File: src/rtl/wb_arbiter_pkg.sv
// Shared constants and entry layout for the writeback arbiter.
// An entry packs {isFloat, wa[4:0], wd[31:0]} = 38 bits.
package wb_arbiter_pkg;

  localparam int REG_AW = 5;
  localparam int XLEN   = 32;

  typedef struct packed {
    logic              isFloat;
    logic [REG_AW-1:0] wa;
    logic [XLEN-1:0]   wd;
  } wb_entry_t;

  localparam int ENTRY_W = $bits(wb_entry_t);

endpackage

File: src/rtl/wb_arbiter_fifo.sv
// wb_fifo: circular buffer of writeback entries.
// Ports:
//   clock, reset     - clock, async active-low reset (empties the buffer)
//   push, pushEntry  - enqueue at the tail (caller guarantees not full)
//   pop              - dequeue the head (caller guarantees not empty)
//   head             - entry at the read pointer
//   count            - occupancy, 0..DEPTH
//   entries, entryVld - whole storage plus per-slot valid, for hazard compare
module wb_fifo
  import wb_arbiter_pkg::*;
#(
  parameter  int DEPTH = 4,
  localparam int CW    = $clog2(DEPTH+1),
  localparam int PW    = $clog2(DEPTH)
) (
  input  logic                  clock,
  input  logic                  reset,
  input  logic                  push,
  input  wb_entry_t             pushEntry,
  input  logic                  pop,
  output wb_entry_t             head,
  output logic [CW-1:0]         count,
  output wb_entry_t [DEPTH-1:0] entries,
  output logic [DEPTH-1:0]      entryVld
);

  logic [PW-1:0] wrPtr, rdPtr;

  assign head = entries[rdPtr];

  // Storage needs no reset: entryVld gates every consumer.
  always_ff @(posedge clock) begin
    if (push) entries[wrPtr] <= pushEntry;
  end

  // Pointers wrap naturally since DEPTH is a power of two.
  always_ff @(posedge clock or negedge reset) begin
    if (!reset) begin
      wrPtr    <= '0;
      rdPtr    <= '0;
      count    <= '0;
      entryVld <= '0;
    end else begin
      if (push) wrPtr <= wrPtr + 1'b1;
      if (pop)  rdPtr <= rdPtr + 1'b1;
      // With 0 < count < DEPTH the two pointers differ, so a simultaneous
      // set/clear never hits the same slot.
      if (pop)  entryVld[rdPtr] <= 1'b0;
      if (push) entryVld[wrPtr] <= 1'b1;
      case ({push, pop})
        2'b10:   count <= count + 1'b1;
        2'b01:   count <= count - 1'b1;
        default: count <= count;
      endcase
    end
  end

endmodule

File: src/rtl/wb_arbiter.sv
// wb_arbiter: merges in-order pipeline writebacks and buffered multi-cycle
// results onto the single register-file write port.
// Ports:
//   clock, reset                       - clock, async active-low reset
//   pipe_wen/wa/wd/float               - pipeline writeback (never stalls, always wins)
//   mc_valid/ready/wa/wd/float         - multi-cycle result handshake
//   wen/wa/wd/floatingWB               - register-file write port
//   raA/raB/rdD/floatingID             - decode registers to hazard-check
//   hazard_a/b/d                       - register has a buffered, unwritten result
//   stall_req                          - FIFO starved too long, pipeline should yield
//   pending                            - FIFO occupancy
module wb_arbiter
  import wb_arbiter_pkg::*;
#(
  parameter  int DEPTH        = 4,
  parameter  int STARVE_LIMIT = 8,
  localparam int CW           = $clog2(DEPTH+1),
  localparam int SW           = $clog2(STARVE_LIMIT+1)
) (
  input  logic              clock,
  input  logic              reset,
  input  logic              pipe_wen,
  input  logic [REG_AW-1:0] pipe_wa,
  input  logic [XLEN-1:0]   pipe_wd,
  input  logic              pipe_float,
  input  logic              mc_valid,
  output logic              mc_ready,
  input  logic [REG_AW-1:0] mc_wa,
  input  logic [XLEN-1:0]   mc_wd,
  input  logic              mc_float,
  output logic              wen,
  output logic [REG_AW-1:0] wa,
  output logic [XLEN-1:0]   wd,
  output logic              floatingWB,
  input  logic [REG_AW-1:0] raA,
  input  logic [REG_AW-1:0] raB,
  input  logic [REG_AW-1:0] rdD,
  input  logic              floatingID,
  output logic              hazard_a,
  output logic              hazard_b,
  output logic              hazard_d,
  output logic              stall_req,
  output logic [CW-1:0]     pending
);

  wb_entry_t             head, pushEntry;
  wb_entry_t [DEPTH-1:0] entries;
  logic [DEPTH-1:0]      entryVld;
  logic                  accept, push, pop, starved;
  logic [SW-1:0]         starveCnt;

  // No pop-through when full: ready depends only on the registered count.
  assign mc_ready  = (pending < CW'(DEPTH));
  assign accept    = mc_valid && mc_ready;
  // Integer r0 writes are architecturally dead: consume without buffering.
  assign push      = accept && !(mc_wa == '0 && !mc_float);
  assign pop       = !pipe_wen && (pending != '0);
  assign pushEntry = '{isFloat: mc_float, wa: mc_wa, wd: mc_wd};

  wb_fifo #(.DEPTH(DEPTH)) u_fifo (
    .clock     (clock),
    .reset     (reset),
    .push      (push),
    .pushEntry (pushEntry),
    .pop       (pop),
    .head      (head),
    .count     (pending),
    .entries   (entries),
    .entryVld  (entryVld)
  );

  // Write-port mux: pipeline first, then FIFO head, else all zero.
  always_comb begin
    wen        = 1'b0;
    wa         = '0;
    wd         = '0;
    floatingWB = 1'b0;
    if (pipe_wen) begin
      wen        = 1'b1;
      wa         = pipe_wa;
      wd         = pipe_wd;
      floatingWB = pipe_float;
    end else if (pending != '0) begin
      wen        = 1'b1;
      wa         = head.wa;
      wd         = head.wd;
      floatingWB = head.isFloat;
    end
  end

  // Per-entry compares; the head being drained this cycle still counts,
  // which costs at most one extra stall but avoids a same-cycle bypass.
  logic [DEPTH-1:0] hitA, hitB, hitD;
  for (genvar i = 0; i < DEPTH; i++) begin : g_haz
    logic bankOk;
    assign bankOk  = entryVld[i] && (entries[i].isFloat == floatingID);
    assign hitA[i] = bankOk && (entries[i].wa == raA);
    assign hitB[i] = bankOk && (entries[i].wa == raB);
    assign hitD[i] = bankOk && (entries[i].wa == rdD);
  end
  assign hazard_a = |hitA;
  assign hazard_b = |hitB;
  assign hazard_d = |hitD;

  // Starvation: buffered work that the pipeline keeps pre-empting.
  assign starved = (pending != '0) && !pop;

  always_ff @(posedge clock or negedge reset) begin
    if (!reset) begin
      starveCnt <= '0;
      stall_req <= 1'b0;
    end else begin
      if (!starved)                             starveCnt <= '0;
      else if (starveCnt != SW'(STARVE_LIMIT))  starveCnt <= starveCnt + 1'b1;

      if (pop)                                                  stall_req <= 1'b0;
      else if (starved && starveCnt == SW'(STARVE_LIMIT - 1))   stall_req <= 1'b1;
    end
  end

endmodule
File: config.mk
export PLATFORM = sky130hd
export DESIGN_NAME = wb_arbiter
export DESIGN_NICKNAME = d
export VERILOG_FILES = /design/src/rtl/wb_arbiter_pkg.sv /design/src/rtl/wb_arbiter_fifo.sv /design/src/rtl/wb_arbiter.sv
export SDC_FILE = /design/constraint.sdc
export NUM_CORES = 1
export LEC_CHECK = 0
export CORE_ASPECT_RATIO = 0.7
export CORE_MARGIN = 5
export CORE_UTILIZATION = 45
export CTS_BUF_LIST = sky130_fd_sc_hd__clkbuf_8
export DETAILED_ROUTE_END_ITERATION = 16
export MAX_ROUTING_LAYER = met4
export PLACE_DENSITY = 0.69
export RECOVER_POWER = 100
export SYNTH_ARGS = -nofsm -noshare
export SYNTH_HDL_FRONTEND = slang
export SYNTH_SLANG_ARGS = --single-unit
File: constraint.sdc
create_clock -name clock -period 2.3 [get_ports clock]
set_input_delay 0.575 -clock clock [delete_from_list [all_inputs] [get_ports clock]]
set_output_delay 0.575 -clock clock [all_outputs]
set_load 0.1 [all_outputs]
==> flow_summary.json, run 1 <==
{
  "status": "complete, but fails checks",
  "violations": "setup timing",
  "die_y_um": 117.8,
  "yosys_warnings": 0,
  "vias": 4546,
  "synthArstFlopShare_pct": 9.524,
  "tightestPinTransition_ns": 0.9671,
  "numCtsBuffers": 17,
  "max_freq_ghz": 0.3764,
  "initial_core_util_pct": 45.79,
  "whs_ns": 0.4867,
  "ios": 143,
  "synth_fa_ha_area_share_pct": 2.112,
  "synthTopCellsByCount": "edfxtp_1, a22o_1, mux4_2",
  "drtIter0Drc": 273,
  "irDropWorstVdd_uv": 672.9,
  "p_total_uw": 12520,
  "gp_congestion": 0.9136,
  "grt_max_degree": 40,
  "maxSlewViolCount": 0,
  "synth_top_family_by_area": "multiplexers",
  "finalSetupViolations": 42,
  "ff_latch_area_um2": 4979,
  "yosys.area_share.simple_pct": 4.241,
  "die_x_um": 163.9,
  "ctsHtreeMaxLevel": 4,
  "first_pass_iters": 4,
  "multi_input_area_um2": 2804,
  "row_count": 39,
  "path_class": "flip-flop to primary output",
  "synth_seq_cells": 168,
  "detail-route-antenna-nets": 0,
  "synth_xor_xnor_area_share_pct": 8.332,
  "final.setup.tns_ns": -12.56,
  "area_growth_pct": 43.49,
  "rsz0062_at_grt": "yes",
  "clk_pin_slew_ns": 0.08,
  "grt.total_usage_pct": 18.95,
  "netlist_instances": 427,
  "start_kind": "flip-flop",
  "cts_tree": "done",
  "place_area_um2": 10310,
  "fillers": 1123,
  "layout-drive-gt1-share_pct": 36.08,
  "ys_seq_area_share_pct": 66.52,
  "min_period_ns": 2.657,
  "die_area_um2": 19300,
  "yosysMostFrequentCell": "edfxtp_1",
  "grt_overflow": 0,
  "end_kind": "primary output",
  "required_ns": 1.73,
  "grt_antenna_before_repair": 3,
  "synth_top_area_share_pct": 61.16,
  "synth.distinct_cells": 30,
  "cp_data_arrival_time_ns": 2.08,
  "io_buffers": 142,
  "finClkSkew_ns": 0.01261,
  "drv_cap": 0,
  "fin_crit_sh_pct": 115.5,
  "fin_area_um2": 10710,
  "cts_root_buffer": "clkbuf_8",
  "synthesis.area_um2": 7463,
  "cts_sinks": 168,
  "nets": 727,
  "finalWorstSetupSlack_ns": -0.3571,
  "cts_max_path_buffers": 2,
  "grt_pass1_wl_mm": 27.06,
  "clkLatencyLatePin_ns": 0.44,
  "synth_edf_count": 152,
  "wl_per_cell_um": 20.35,
  "routed_wl_mm": 17.50,
  "synth_area_leaders": "edfxtp_1, mux4_2, dfrtp_1",
  "grt_pass1_vias": 4949,
  "synthMuxAreaShare_pct": 11.74,
  "core_um2": 16300,
  "p_leak_uw": 0.003884,
  "min_path_type": "flip-flop to flip-flop",
  "synth_flop_cell": "edfxtp_1",
  "synth-compound-area-share_pct": 5.482,
  "vias_per_cell": 5.286,
  "dp_hpwl_mm": 12.44,
  "cts_hold_buf": 0,
  "finalHoldViolCount": 0,
  "synth_area_leader_cell": "edfxtp_1",
  "syn_nets": 535,
  "drc": 0,
  "avgSynthCellArea_um2": 17.48,
  "p_per_area_nw_per_um2": 1169,
  "slew_headroom_pct": 35.53,
  "worstPathMaxFanout": 8
}
-- critical path, cell delays in order (launching register included) --
cell and delay, ns:
dfrtp_2 0.40, buf_12 0.14, buf_12 0.14, mux4_2 0.56, a22o_4 0.25, buf_12 0.16
-- power breakdown --
group / total [uW] / switching, uW / internal, uW
clock: 1950 / 1070 / 877
combinational: 6450 / 3760 / 2700
sequential: 4120 / 252 / 3860
-- through the flow --
step / cells / worst slack, ns / utilization, %
floorplan: 427 / -0.2232 / -
global placement: 818 / -0.5986 / 63.24
detailed placement: 818 / -0.6815 / 63.24
CTS: 852 / -0.3758 / 65.66
global route: 860 / -0.4385 / 65.71
finish: 860 / -0.3571 / 65.71
-- metal layers --
| layer | part of all wire [%] | global-route usage [%] | vias to the layer above |
|---|---|---|---|
| met4 | 0.82 | 4.505 | 0 |
| met2 | 49 | 28.95 | 143 |
| met3 | 5.2 | 4.130 | 15 |
| li1 | - | - | 2068 |
| met5 | 0 | - | - |
| met1 | 45 | 26.33 | 2320 |
-- state kept, by name, indices dropped and copies added (netlist names) --
signal and cells:
u_fifo.wrPtr 2, u_fifo.count 3, u_fifo.entries 152, u_fifo.rdPtr 2, u_fifo.entryVld 4, starveCnt 4
stall_req 1
-- area by class of cell --
cell class	instances	share of cell area, %
flip-flops and latches	168	46.49
clock buffers	17	2.185
inverters	11	0.4206
repair buffers	191	20.70
clock inverters	15	1.320
diodes	3	0.07010
multi-input cells	230	26.18
well taps	225	2.629
-- cells in the final DEF (no fill, tap or decap), types with 9 or more instances in the layout --
| cell | count |
|---|---|
| a22o_4 | 38 |
| ha_1 | 11 |
| clkdlybuf4s50_1 | 39 |
| dlygate4sd2_1 | 16 |
| clkbuf_1 | 9 |
| clkbuf_2 | 10 |
| buf_4 | 25 |
| edfxtp_1 | 152 |
| nand4_1 | 9 |
| dfrtp_1 | 11 |
| dlygate4sd3_1 | 35 |
| xor2_1 | 35 |
| mux4_2 | 38 |
| xnor2_1 | 33 |
| buf_12 | 48 |
| clkbuf_8 | 17 |
-- kinds of logic after synthesis --
group                      Yosys count
DFF                                168
xor gates and xnor gates            71
and+or+nand+nor                     59
AOI/OAI and AO/OA                   48
muxes                               40
buffers and inverters               29
adders and majority gates           12
-- final timing paths --
| path | from | slack [ns] | endpoint | cells after the start |
|---|---|---|---|---|
| max in group asynchronous | reset | 0.79 | u_fifo.count[1]$_DFFE_PN0P_ | 2 |
| min | u_fifo.entryVld[1]$_DFF_PN0_ | 0.49 | u_fifo.entryVld[1]$_DFF_PN0_ | 1 |
| max | u_fifo.rdPtr[0]$_DFFE_PN0N_ | -0.36 | wd[21] | 5 |
| max reg2reg | u_fifo.count[2]$_DFFE_PN0P_ | -0.07 | u_fifo.count[2]$_DFFE_PN0P_ | 10 |
| min in group asynchronous | reset | 0.80 | stall_req$_DFFE_PN0P_ | 2 |
| min reg2reg | u_fifo.entryVld[1]$_DFF_PN0_ | 0.49 | u_fifo.entryVld[1]$_DFF_PN0_ | 1 |
-- timing repair --
action	CTS	global route
endpoints found under the setup margin	44	42
pin swaps	15	37
setup buffers	2	3
resized for setup	34	19
gates cloned	0	2
Power figures use the tool's default switching activity.
==> inputs of run 2 (changes only) <==
--- a/config.mk
+++ b/config.mk
@@ -10,6 +10,7 @@
 export CORE_UTILIZATION = 45
 export CTS_BUF_LIST = sky130_fd_sc_hd__clkbuf_8
 export DETAILED_ROUTE_END_ITERATION = 16
+export GPL_ROUTABILITY_DRIVEN = 1
 export MAX_ROUTING_LAYER = met4
 export PLACE_DENSITY = 0.69
 export RECOVER_POWER = 100
==> results of run 2 <==
Final layout, timing and power as in run 1 (identical DEF).
